`config.mk`:
```
export PLATFORM = sky130hd
export DESIGN_NAME = resonator_ddc_ctrl_mem_arbiter
export DESIGN_NICKNAME = d
export VERILOG_FILES = /design/src/rtl/resonator_ddc_ctrl_pkg.sv /design/src/rtl/resonator_ddc_rd_tag_pipe.sv /design/src/rtl/resonator_ddc_ctrl_mem_arbiter.sv
export SDC_FILE = /design/constraint.sdc
export NUM_CORES = 1
export LEC_CHECK = 0
export BUFFER_PORTS_ARGS = -buffer_cell sky130_fd_sc_hd__buf_4
export CAP_MARGIN = 0
export CELL_PAD_IN_SITES_DETAIL_PLACEMENT = 1
export CELL_PAD_IN_SITES_GLOBAL_PLACEMENT = 1
export CORE_AREA = 2 2 263 265
export DETAILED_ROUTE_END_ITERATION = 8
export DIE_AREA = 0 0 265 267
export PLACE_DENSITY = 0.56
export RECOVER_POWER = 100
export SETUP_SLACK_MARGIN = 0.05
export SYNTH_ARGS = -nofsm -noshare
export SYNTH_HDL_FRONTEND = slang
export SYNTH_SLANG_ARGS = --single-unit
```
`constraint.sdc`:
```
create_clock -name ap_clk -period 3.6 [get_ports ap_clk]
set_input_delay 0.72 -clock ap_clk [delete_from_list [all_inputs] [get_ports ap_clk]]
set_output_delay 0.72 -clock ap_clk [all_outputs]
set_load 0.05 [all_outputs]
```
`src/rtl/resonator_ddc_ctrl_pkg.sv`:
```
// Shared types and constants for the resonator DDC control-memory arbiter.
package resonator_ddc_ctrl_pkg;

  localparam int unsigned NUM_REQ = 2;

  typedef logic req_id_t;

  localparam req_id_t REQ_HOST  = 1'b0;
  localparam req_id_t REQ_SWEEP = 1'b1;

  typedef struct packed {
    logic    vld;
    req_id_t id;
  } rd_tag_t;

endpackage

```
`src/rtl/resonator_ddc_rd_tag_pipe.sv`:
```
// Delays read tags alongside the memory read latency; the last stage lines up with valid mem_dout.
module resonator_ddc_rd_tag_pipe
  import resonator_ddc_ctrl_pkg::*;
#(
  parameter int unsigned RD_LAT = 2
) (
  input  logic ap_clk,
  input  logic ap_rst_n,
  input  logic in_vld,
  input  logic in_id,
  output logic out_vld,
  output logic out_id,
  output logic busy
);

  rd_tag_t stage [RD_LAT+1];

  always_ff @(posedge ap_clk or negedge ap_rst_n) begin
    if (!ap_rst_n) begin
      for (int unsigned i = 0; i <= RD_LAT; i++) begin
        stage[i] <= '0;
      end
    end else begin
      stage[0].vld <= in_vld;
      stage[0].id  <= in_id;
      for (int unsigned i = 1; i <= RD_LAT; i++) begin
        stage[i] <= stage[i-1];
      end
    end
  end

  assign out_vld = stage[RD_LAT].vld;
  assign out_id  = stage[RD_LAT].id;

  always_comb begin
    busy = 1'b0;
    for (int unsigned i = 0; i <= RD_LAT; i++) begin
      busy = busy | stage[i].vld;
    end
  end

endmodule

```
`src/rtl/resonator_ddc_ctrl_mem_arbiter.sv`:
```
// Round-robin arbiter sharing the DDC control-memory port between host config and tone-sweep sequencer.
module resonator_ddc_ctrl_mem_arbiter
  import resonator_ddc_ctrl_pkg::*;
#(
  parameter int unsigned ADDR_W       = 8,
  parameter int unsigned DATA_W       = 128,
  parameter int unsigned RD_LAT       = 2,
  parameter int unsigned STARVE_LIMIT = 1023
) (
  input  logic                  ap_clk,
  input  logic                  ap_rst_n,
  input  logic                  hold,
  input  logic [1:0]            req_valid,
  output logic [1:0]            req_ready,
  input  logic [1:0]            req_we,
  input  logic [2*ADDR_W-1:0]   req_addr,
  input  logic [2*DATA_W-1:0]   req_wdata,
  output logic [1:0]            rsp_valid,
  output logic [DATA_W-1:0]     rsp_data,
  output logic                  mem_en,
  output logic                  mem_we,
  output logic [ADDR_W-1:0]     mem_addr,
  output logic [DATA_W-1:0]     mem_din,
  input  logic [DATA_W-1:0]     mem_dout,
  output logic [1:0]            stall,
  output logic                  busy
);

  localparam int unsigned STARVE_W = $clog2(STARVE_LIMIT + 1);
  localparam logic [STARVE_W-1:0] STARVE_MAX = STARVE_W'(STARVE_LIMIT);

  req_id_t              last_grant;
  req_id_t              win_id;
  logic [1:0]           fire;
  logic                 any_fire;
  logic                 win_we;
  logic [ADDR_W-1:0]    win_addr;
  logic [DATA_W-1:0]    win_wdata;
  logic                 tag_out_vld;
  logic                 tag_out_id;
  logic [STARVE_W-1:0]  starve_cnt [NUM_REQ];

  always_comb begin
    req_ready = '0;
    if (!hold) begin
      if (req_valid[REQ_HOST] && req_valid[REQ_SWEEP]) begin
        req_ready = (last_grant == REQ_SWEEP) ? 2'b01 : 2'b10;
      end else begin
        req_ready = req_valid;
      end
    end
  end

  assign fire      = req_valid & req_ready;
  assign any_fire  = |fire;
  assign win_id    = fire[REQ_SWEEP];
  assign win_we    = req_we[win_id];
  assign win_addr  = win_id ? req_addr[ADDR_W +: ADDR_W]  : req_addr[0 +: ADDR_W];
  assign win_wdata = win_id ? req_wdata[DATA_W +: DATA_W] : req_wdata[0 +: DATA_W];

  // Address/data hold when idle; only en/we are strobes.
  always_ff @(posedge ap_clk or negedge ap_rst_n) begin
    if (!ap_rst_n) begin
      last_grant <= REQ_SWEEP;
      mem_en     <= 1'b0;
      mem_we     <= 1'b0;
      mem_addr   <= '0;
      mem_din    <= '0;
    end else begin
      mem_en <= any_fire;
      mem_we <= any_fire & win_we;
      if (any_fire) begin
        last_grant <= win_id;
        mem_addr   <= win_addr;
        mem_din    <= win_wdata;
      end
    end
  end

  resonator_ddc_rd_tag_pipe #(
    .RD_LAT (RD_LAT)
  ) u_tag_pipe (
    .ap_clk   (ap_clk),
    .ap_rst_n (ap_rst_n),
    .in_vld   (any_fire & ~win_we),
    .in_id    (win_id),
    .out_vld  (tag_out_vld),
    .out_id   (tag_out_id),
    .busy     (busy)
  );

  always_ff @(posedge ap_clk or negedge ap_rst_n) begin
    if (!ap_rst_n) begin
      rsp_valid <= '0;
      rsp_data  <= '0;
    end else begin
      rsp_valid <= tag_out_vld ? (tag_out_id ? 2'b10 : 2'b01) : 2'b00;
      if (tag_out_vld) begin
        rsp_data <= mem_dout;
      end
    end
  end

  always_ff @(posedge ap_clk or negedge ap_rst_n) begin
    if (!ap_rst_n) begin
      for (int unsigned i = 0; i < NUM_REQ; i++) begin
        starve_cnt[i] <= '0;
      end
    end else begin
      for (int unsigned i = 0; i < NUM_REQ; i++) begin
        if (req_valid[i] && !req_ready[i]) begin
          if (starve_cnt[i] != STARVE_MAX) begin
            starve_cnt[i] <= starve_cnt[i] + 1'b1;
          end
        end else begin
          starve_cnt[i] <= '0;
        end
      end
    end
  end

  always_comb begin
    stall = '0;
    for (int unsigned i = 0; i < NUM_REQ; i++) begin
      stall[i] = (starve_cnt[i] == STARVE_MAX);
    end
  end

endmodule

```
Word level (Yosys, flattened, before mapping):

Cells that the tools add are included.
W data, S select, Z words.

* logic and storage cells: 49
* flip-flop bits (word level): 295
* input bits: 407

* equality and inequality tests: 6
* reductions and logical operators: 6
* mux-type cells: 13
* add/sub/neg operators: 2
* bitwise operators: 6
* order comparisons: 1

Operators by type and width (number)
* $mux W128: 1
* $mux W10: 4
* $add A10 B1 Y10 const B: 2
* $eq A10 B10 Y1 const B: 2
* $ne A10 B10 Y1 const B: 2
* $mux W2: 5
* $mux W8: 1
* $ne A2 B1 Y1 const B: 2
* $logic_and A1 B1 Y1: 3
* $and A1 B1 Y1: 2
* $and A2 B2 Y2: 1
* $logic_not A1 Y1: 2
* $lt A1 B2 Y1 const B: 1
* $mux W1: 2
* $or A1 B1 Y1: 2
* $reduce_or A2 Y1: 1
* $not A1 Y1: 1

Depth between registers and ports, before layout:

Gate-level depths: netlist (run 1).

* depth in word-level cells: 8
* mapped depth: 7

By module:

A second synthesis (run 1) with hierarchy kept.

* cells, all modules: 1146
* area, all modules: 12258.0 um^2

By module, submodules not included
* resonator_ddc_ctrl_mem_arbiter: area each 12101.6 um^2, cells each 1139, seq. area each 7233.2 um^2, instances 1
* resonator_ddc_rd_tag_pipe: area each 156.4 um^2, cells each 7, seq. area each 150.1 um^2, instances 1

Worst setup path before layout (run 1):

No wires, ideal clock.

* path type: input port to output port
* from: input req_valid[1]
* to: output req_ready[0]
* cell stages on the path: 2
* slack: 883 ps
* path buffers: 0
* data required time: 2880 ps
* arrival: 1997 ps
* cell sequence: nor2b_1 > nor3b_1

* cells in the longest elaborated chain, start to end: 3

Ends and longest elaborated chain
* start: declaration: RTL line resonator_ddc_ctrl_mem_arbiter.sv:13 `input logic [1:0] req_valid,`
* $logic_and A1 B1 Y1: RTL line resonator_ddc_ctrl_mem_arbiter.sv:46 `if (req_valid[REQ_HOST] && req_valid[REQ_SWEEP]) begin`
* $mux W2: RTL line resonator_ddc_ctrl_mem_arbiter.sv:46
* $mux W2: RTL line resonator_ddc_ctrl_mem_arbiter.sv:45 `if (!hold) begin`
* end: declaration: RTL line resonator_ddc_ctrl_mem_arbiter.sv:14 `output logic [1:0] req_ready,`

No other way between the ends.

Worst setup path in the final report (run 1):

* from: register u_tag_pipe.stage, in the netlist u_tag_pipe.out_vld
* to: output busy

* cells in the longest elaborated chain, start to end: 1

Ends and longest elaborated chain
* start: declaration: RTL line resonator_ddc_rd_tag_pipe.sv:16 `rd_tag_t stage [RD_LAT+1];`
* start signal: indexed assignment: RTL line resonator_ddc_rd_tag_pipe.sv:27 `stage[i] <= stage[i-1];`
* $or A1 B1 Y1: RTL line resonator_ddc_rd_tag_pipe.sv:38 `busy = busy | stage[i].vld;`
* end: declaration: RTL line resonator_ddc_ctrl_mem_arbiter.sv:26 `output logic busy`

No other way between the ends.

==> metrics.cfg, run 1 <==
[clock_tree]
clkSinkCount = 295
ctsHoldBuffers = 0
htreeDepth = 2
cts_tree = yes
cts_setup_buffers = 0
cts_buffers = 39
cts_root_buffer = clkbuf_16
clk_latency_ns = 0.54
clkSlewWorstSetupHoldPaths_ns = 0.06
cts_buffer_depth = 3
ctsResizeCount = 0

[timing]
max_freq_ghz = 0.336
finalSetupViolations = 0
maxSlewViolCount = 115
maxSlewHeadroom_pct = -55.9
hold_violations = 0
hold_slack_ns = 0.347
period_needed_ns = 2.98
fin_skew_ns = 0.0190
finalCritPeriodShare_pct = 82.8
tightestPinTransition_ns = 2.34
tns_ns = 0
rsz0062_at_grt = false

[floorplanning]
core-area_sq_um = 68000
design.die.area_sq_um = 70800
io-pin-count = 680
die_y_microns = 267
rows = 96
start_util_pct = 18.1
die-width_microns = 265

[drt]
postRouteAntennaNets = 0
route.met3.wl_mm = 4.63
drt_iter0_drc = 512
wl_met1_mm = 19.6
dr.pass1.iters = 4
vias_per_cell = 4.11
wl_mm = 51.7
top_layer = met5
vias = 11200
wl_met2_mm = 26.4
wire_per_inst_microns = 19.0
drc = 0

[power]
power_switching_mw = 4.57
p_leak_nw = 8.20
p_int_mw = 7.14
share_clk_of_total_power_pct = 33.8
ir_worst_vdd_v = 0.000257
pwr-share-comb_pct = 30.9
seqPwrFrac_pct = 35.4
p_sw_share_pct = 39.0
power_mw = 11.7
powerDensity_nw_per_um2 = 633

[worst_setup_path]
cpPeakStageDelay_ns = 0.97
crit_type = flop to output port
crit_family = flip-flops
cp.arrival_ns = 2.26
path_buf_inv = 1
cp_cell_sequence = or3_1, clkbuf_1
startpoint_type = flop
cpMaxStageDelayCell = dfrtp_4
end_kind = output port
crit_required_ns = 2.88
crit_fanout = 61

[flow_run]
drv_cap = 3

[global_route]
track_usage_pct = 13.9
grt_max_degree = 137
grt_pass1_wl_mm = 75.5
grt_remaining_overflow = 0
grt_antenna_before_repair = 3
grt_pass1_vias = 11900

[logic_synthesis]
synthCells = 1155
synth_top_cell_area_share_pct = 59.8
synth_commonest_cells = 294 x dfrtp_1, 284 x nand2_1, 158 x nor2_1
synth.top_cells.by_area = dfrtp_1 60%, mux2_2 12%, nand2_1 8.7%
ys_ff_latch = 295
synth_edf_count = 0
synth.most_common_cell = dfrtp_1
ys.flop_type = dfrtp_1
synthesis.area_sq_um = 12300
ys_warn_count = 0
synth_nets = 1564
avgSynthCellArea_sq_um = 10.6
yosysTopAreaCell = dfrtp_1
yosysSeqAreaShare_pct = 60.0
async_flop_share_pct = 100
synthDistinctLibCells = 40

[outcome]
violations = max-capacitance violations, max-slew violations
outcome = finished, violations left

[layout]
drive_gt1_share_pct = 33.7
syn2layout_area_growth_pct = 50.6
final_area_sq_um = 18500
utilization_pct = 27.2
final_nets = 2223

[placed_design]
dp_hpwl_mm = 39.1
place_area_sq_um = 18300
gp_congestion = 0.812
portBuffers = 679

[worst_hold_path]
holdCritPathClass = flop to flop

metal layers:
layer  GRT usage [%]  vias to the layer above
li1                -                     5242
met1            15.7                     5497
met2            25.0                      403
met3            4.98                       64
met4            3.30                        4
met5               0                        -
layout by cell type (no fill, tap or decap), drive strengths merged:
cell      Yosys  final
buf          72    414
clkbuf        7    338
dfrtp       294    294
nand2       284    284
nor2        158    158
a31oi       142    142
mux2        129    129
clkinv        0     11
nand3         7      7
inv           8      7
a21oi         6      6
nor3          6      6
mux2i         5      5
nor2b         4      4
xnor2         4      4
nand4         3      3
o21ai         3      3
bufinv        0      3
and4          2      2
a311oi        2      2
nand2b        2      2
and3          2      2
xor2          2      2
ha            2      2
and2          2      2
diode         0      1
nor3b         1      1
or2           1      1
clkinvlp      0      1
or3           1      1
o21bai        1      1
a211oi        1      1
o31ai         1      1
nor4          1      1
and4bb        1      1
dfstp         1      1
path summary, 6_finish.rpt:
kind                                      from  slack (ns)             endpoint  depth (start not counted)
setup / recovery            u_tag_pipe.out_vld        0.62                 busy                          2
hold / removal             u_tag_pipe.stage[4]        0.35  u_tag_pipe.stage[2]                          0
setup reg to reg            u_tag_pipe.out_vld        0.70         rsp_data[34]                          2
hold reg to reg            u_tag_pipe.stage[4]        0.35  u_tag_pipe.stage[2]                          0
max in group asynchronous             ap_rst_n        0.89         rsp_data[40]                          2
min in group asynchronous             ap_rst_n        0.88         rsp_data[39]                          1
state kept, by name, indices dropped and copies added, names as in the netlist:
name	count
mem_din	128
rsp_data	128
starve_cnt	20
mem_addr	8
u_tag_pipe.stage	4
rsp_valid	2
last_grant	1
mem_en	1
mem_we	1
u_tag_pipe.out_id	1
u_tag_pipe.out_vld	1
power groups by stage:
stage,combinational [mW],clock (mW),sequential (mW)
floorplan,0.708,0,5.96
global placement,4.08,0,4.19
detailed placement,4.12,0,4.22
CTS,4.13,4.13,4.17
global route,3.80,4.26,4.22
finish,3.62,3.96,4.14
cell type report:
| type | count | area [sq um] |
|---|---|---|
| inverter | 8 | 36.3 |
| clock inverter | 14 | 171 |
| timing repair buffer | 697 | 4240 |
| tap | 882 | 1100 |
| multi-input combinational | 773 | 4440 |
| sequential | 295 | 7390 |
| fill | 7972 | 49500 |
| clock buffer | 55 | 1140 |
| antenna | 1 | 2.50 |
metrics by stage:
step	instances	setup WS, ns
global route	2724	0.368
detailed placement	2655	1.14
global placement	2655	1.15
finish	2725	0.620
CTS	2724	0.786
floorplan	1155	0.883
kinds of logic after synthesis:
| logic type | synth area share (%) |
|---|---|
| and+or+nand+nor | 15.3 |
| DFF | 60.0 |
| AOI/OAI and AO/OA | 7.95 |
| muxes | 12.2 |
| buffers and inverters | 3.83 |
| xor gates and xnor gates | 0.427 |
| adders and majority gates | 0.203 |
(Power assumes the default switching activity.)
==> run 2: changes to the inputs <==
- CORE_AREA: 2 2 263 265 -> 2 2 267 269
- DIE_AREA: 0 0 265 267 -> 0 0 269 271
- PLACE_DENSITY: 0.56 -> 0.55
- clock period: 3.6 -> 2.95 ns (I/O delays scaled with it)
==> run 2 against run 1 <==
- the flow still finishes with violations (max-capacitance violations, max-slew violations)
- total power rose by 23%
- combinational power increased by 23%
- sequential power rose by 22%
- cell area grew 0.78%
- critical endpoint is now stall[1]
- highest routed layer is now met4
==> metrics.cfg, run 2 (synthesis results as in run 1) <==
[clock_tree]
clkSinkCount = 295
cts_buffers = 39
ctsResizeCount = 0
htreeDepth = 2
cts_tree = yes
clk_latency_ns = 0.54
clkSlewWorstSetupHoldPaths_ns = 0.06
cts_root_buffer = clkbuf_16
cts_buffer_depth = 3

[power]
pwr-share-comb_pct = 31.0
power_mw = 14.4
ir_worst_vdd_v = 0.000305
power_switching_mw = 5.62
seqPwrFrac_pct = 35.1
share_clk_of_total_power_pct = 34.0
p_leak_nw = 8.22
p_sw_share_pct = 39.1
p_int_mw = 8.76
powerDensity_nw_per_um2 = 770

[outcome]
violations = max-capacitance violations, max-slew violations
outcome = finished, violations left

[worst_setup_path]
cpMaxStageDelayCell = dfrtp_1
cp_cell_sequence = ha_1, nand2_1, nor3_4, clkbuf_2
crit_required_ns = 2.36
crit_type = flop to output port
timing.reg2reg.setup_slack_ns = 0.53
path_buf_inv = 1
cpPeakStageDelay_ns = 0.40
cp.arrival_ns = 2.07
crit_family = simple AND/OR/NAND/NOR gates
crit_fanout = 5
startpoint_type = flop
end_kind = output port

[layout]
final_nets = 2229
reg_top3 = mem_din: 128 flops, rsp_data: 128 flops, starve_cnt: 20 flops
syn2layout_area_growth_pct = 51.8
drive_gt1_share_pct = 33.5
final_cell_mix = 411 x buf_4, 293 x dfrtp_1, 288 x clkbuf_1, 283 x nand2_1, 158 x nor2_1
final_common_cell = buf_4

[drt]
drt_iter0_drc = 460
vias_per_cell = 4.02
vias = 11200
drc = 0
wl_mm = 52.4
wire_per_inst_microns = 18.8
dr.pass1.iters = 4
postRouteAntennaNets = 0

[flow_run]
drv_cap = 2

[timing]
finalSetupViolations = 0
tightestPinTransition_ns = 1.86
rsz0062_at_grt = false
tns_ns = 0
period_needed_ns = 2.66
finalCritPeriodShare_pct = 90.1
maxSlewHeadroom_pct = -24.3
max_freq_ghz = 0.376
fin_skew_ns = 0.0115
maxSlewViolCount = 188
hold_violations = 0

[floorplanning]
design.die.area_sq_um = 72900
io-pin-count = 680
die-width_microns = 269
die_y_microns = 271
start_util_pct = 17.6
core-area_sq_um = 69800
rows = 97

[placed_design]
dp_hpwl_mm = 39.6
portBuffers = 679
gp_congestion = 0.805

[global_route]
grt_pass1_wl_mm = 75.9
grt_antenna_before_repair = 2
track_usage_pct = 13.7
grt_pass1_vias = 12100
grt_remaining_overflow = 0
grt_max_degree = 140

[worst_hold_path]
holdCritPathClass = primary input to flop

## run 2: changes by cell type in the layout (fill, tap and decap cells not counted), sizes merged
cell	before	now
buf	414	417
dlygate4sd3	0	1
inv	7	9
clkinv	11	6
clkbuf	338	347
diode	1	2
bufinv	3	2
## run 2: final timing paths
kind	startpoint	to	cells after the start
min	mem_dout[82]	rsp_data[82]	2
max in group asynchronous	ap_rst_n	mem_din[69]	3
max	starve_cnt[0]	stall[1]	4
min reg2reg	u_tag_pipe.stage[4]	u_tag_pipe.stage[2]	0
max reg2reg	u_tag_pipe.out_vld	rsp_data[16]	2
min in group asynchronous	ap_rst_n	rsp_data[58]	2
## run 2: worst reg2reg max path: stages (launching register included)
cell,delay [ns]
dfrtp_4,0.40
clkbuf_4,1.34
mux2_2,0.56
## run 2: per-stage QoR
stage / area [sq um] / hold WS (ns) / std cells / setup slack [ns] / util [%]
2_1_floorplan: 12300 / 0.294 / 1155 / 0.493 / -
3_3_place_gp: 18400 / 0.332 / 2718 / 0.676 / 26.4
3_5_place_dp: 18400 / 0.336 / 2718 / 0.656 / 26.4
4_1_cts: 19800 / 0.226 / 2791 / 0.264 / 28.3
5_1_grt: 18700 / 0.241 / 2793 / 0.109 / 26.7
6_report: 18700 / 0.279 / 2793 / 0.292 / 26.7
## run 2: area by class of cell
class                   count  area (sq um)
diodes                      2          5.00
clock buffers              62          1200
clock inverters            10           119
fillers                  8233         51100
inverters                   8          36.3
multi-input cells         773          4450
flip-flops and latches    295          7390
well taps                 940          1180
repair buffers            703          4290
## run 2: repair_timing
action	CTS	global route
hold buffers	1	0
buffers inserted	0	0
hold endpoints to repair	12	0
## run 2: metal layers
metal | GRT usage (%) | part of all wire, %
met5 | 0 | 0
met1 | 14.4 | 36
met2 | 24.9 | 51
met4 | 4.69 | 2.6
met3 | 4.96 | 9.7
## run 2: power groups by stage
stage,registers (mW),clock network (mW),logic [mW]
detailed placement,5.13,0,5.08
global placement,5.10,0,5.03
CTS,5.07,5.09,5.08
global route,5.13,5.23,4.69
finish,5.04,4.88,4.45
floorplan,7.28,0,0.864
==> run 3: changes to the inputs <==
- ABC_AREA: unset -> 1
- CORE_AREA: 2 2 267 269 -> 2 2 262 264
- DIE_AREA: 0 0 269 271 -> 0 0 264 266
- PLACE_DENSITY: 0.55 -> 0.59
==> run 3 against run 2 <==
- global-route usage up 1.1 points
- sequential power up 1%
- total power increased by 1.9%
- the run ends with max-slew violations left
- register-to-register slack worse by 0.10 ns
- critical path type unchanged
- cell area rose by 2.8%
- area after synthesis up 4.6%
- clock skew rose by 0.0073 ns
- fmax grew 0.42%
- clock power rose by 3%
- synthesized cell count is 39% higher
==> metrics.cfg, run 3 <==
[power]
share_clk_of_total_power_pct = 34.2
p_leak_nw = 10.0
ir_worst_vdd_v = 0.000359
p_sw_share_pct = 40.1
power_switching_mw = 5.88
powerDensity_nw_per_um2 = 764
pwr-share-comb_pct = 31.1
p_int_mw = 8.78
seqPwrFrac_pct = 34.7

[worst_setup_path]
cpMaxStageDelayCell = dfrtp_1
path_buf_inv = 2
cpPeakStageDelay_ns = 0.38
cp.arrival_ns = 2.06
cp_cell_sequence = ha_1, nand2_1, nor2_1, nand3_1, inv_1, buf_4
crit_required_ns = 2.36
crit_type = flop to output port
crit_fanout = 7
crit_family = simple AND/OR/NAND/NOR gates
end_kind = output port
startpoint_type = flop

[drt]
vias_per_cell = 4.08
postRouteAntennaNets = 0
wl_met2_mm = 26.3
route.met3.wl_mm = 5.34
wl_mm = 54.0
wire_per_inst_microns = 17.0
top_layer = met5
drc = 0
wl_met1_mm = 21.0
drt_iter0_drc = 453
dr.pass1.iters = 4
vias = 13000

[flow_run]
drv_cap = 0

[logic_synthesis]
synthDistinctLibCells = 28
async_flop_share_pct = 100
yosysTopAreaCell = dfrtp_1
ys_warn_count = 0
synth_commonest_cells = 710 x nand2_1, 294 x dfrtp_1, 174 x o21ai_1
ys.flop_type = dfrtp_1
synth_edf_count = 0
synth_nets = 2010
synth.most_common_cell = nand2_1
synth.top_cells.by_area = dfrtp_1 57%, nand2_1 21%, o21ai_1 6.8%
avgSynthCellArea_sq_um = 8.03
ys_ff_latch = 295
yosysSeqAreaShare_pct = 57.4
synthesis.area_sq_um = 12900
synth_top_cell_area_share_pct = 57.2
synthCells = 1601

[timing]
hold_violations = 0
finalSetupViolations = 0
period_needed_ns = 2.65
setup_ws_ns = 0.303
fin_skew_ns = 0.0188
tns_ns = 0
maxSlewViolCount = 65
finalCritPeriodShare_pct = 89.7
tightestPinTransition_ns = 1.50
rsz0062_at_grt = false
hold_slack_ns = 0.236
maxSlewHeadroom_pct = -0.210
max_freq_ghz = 0.378

[placed_design]
pre_cts_ws_ns = 0.706
portBuffers = 679
dp_hpwl_mm = 41.9
gp_congestion = 0.804

[clock_tree]
ctsHoldBuffers = 1
cts_buffer_depth = 3
cts_buffers = 39
cts_tree = yes
clk_latency_ns = 0.55
htreeDepth = 2
clkSinkCount = 295
cts_root_buffer = clkbuf_16
ctsResizeCount = 0
clkSlewWorstSetupHoldPaths_ns = 0.06
cts_setup_buffers = 0

[layout]
fill_cells = 8325
reg_top3 = mem_din: 128 flops, rsp_data: 128 flops, starve_cnt: 20 flops
multi_input_area_sq_um = 4420
final_common_cell = nand2_1
syn2layout_area_growth_pct = 49.2
final_cell_mix = 711 x nand2_1, 414 x buf_4, 294 x clkbuf_1, 293 x dfrtp_1, 227 x o21ai_0
regArea_sq_um = 7390
final_nets = 2674
utilization_pct = 28.3
drive_gt1_share_pct = 21.6

[floorplanning]
rows = 96
design.die.area_sq_um = 70200
core-area_sq_um = 67700
io-pin-count = 680
die-width_microns = 264
die_y_microns = 266
start_util_pct = 19.0

[worst_hold_path]
holdCritPathClass = primary input to flop

[global_route]
grt_max_degree = 130
track_usage_pct = 14.8
grt_pass1_wl_mm = 81.3
grt_remaining_overflow = 0
grt_antenna_before_repair = 5
grt_pass1_vias = 13900

[outcome]
violations = max-slew violations
outcome = finished, violations left

-- run 3: cell types whose count changed after synthesis, moves of 39 or more --
cell      previous run  this run
nand2_1            284       710
o21ai_1              1       174
inv_1                6       160
a31oi_1            142         0
nor2_1             158        22
mux2_2             129         0
o21ai_0              2       104
clkbuf_1             5        56
buf_2               55        16
-- run 3: layout make-up --
type / count / share of cell area [%]
Antenna cell: 1 / 0.0130
Clock buffer: 57 / 6.12
Clock inverter: 14 / 0.985
Inverter: 162 / 3.21
Multi-Input combinational cell: 1055 / 23.0
Sequential cell: 295 / 38.5
Tap cell: 882 / 5.75
Timing Repair Buffer: 712 / 22.4
-- run 3: cells by family after synthesis --
group / share of synthesized area [%]
flops: 57.4
compound gates: 11.3
simple gates: 22.7
buf+inv: 8.18
fa+ha+maj: 0.195
xor+xnor: 0.136
-- run 3: metal layers --
| layer | track usage [%] | vias to the layer above |
|---|---|---|
| met5 | 0 | - |
| met4 | 4.08 | 4 |
| met3 | 6.23 | 75 |
| met2 | 25.8 | 466 |
| met1 | 16.6 | 6150 |
| li1 | - | 6257 |
-- run 3: per-stage QoR --
step / area (sq um) / std cells / power [mW]
finish: 19200 / 3178 / 14.7
global route: 19200 / 3177 / 15.4
CTS: 20300 / 3177 / 15.6
detailed placement: 19000 / 3105 / 10.4
global placement: 19000 / 3105 / 10.3
floorplan: 12900 / 1601 / 8.27
-- run 3: worst paths after layout --
path                                     start                   to  slack [ns]  cells after the start
setup / recovery                 starve_cnt[0]             stall[1]        0.30                      6
hold / removal                    mem_dout[90]         rsp_data[90]        0.24                      3
setup reg to reg                    last_grant          mem_din[64]        0.43                      5
hold reg to reg            u_tag_pipe.stage[4]  u_tag_pipe.stage[2]        0.35                      0
max in group asynchronous             ap_rst_n          mem_din[76]        0.49                      3
min in group asynchronous             ap_rst_n        rsp_data[102]        0.60                      2
-- run 3: worst min-delay path, cell delays in order --
cell and delay [ns]:
buf_4 0.08, nand2_1 0.04, nand2_1 0.05
-- run 3: power by group through the flow --
stage	Combinational [mW]	Sequential (mW)	Clock (mW)
5_1_grt	4.86	5.18	5.37
4_1_cts	5.25	5.12	5.22
3_5_place_dp	5.25	5.17	0
2_1_floorplan	0.881	7.39	0
3_3_place_gp	5.19	5.15	0
6_report	4.56	5.09	5.01
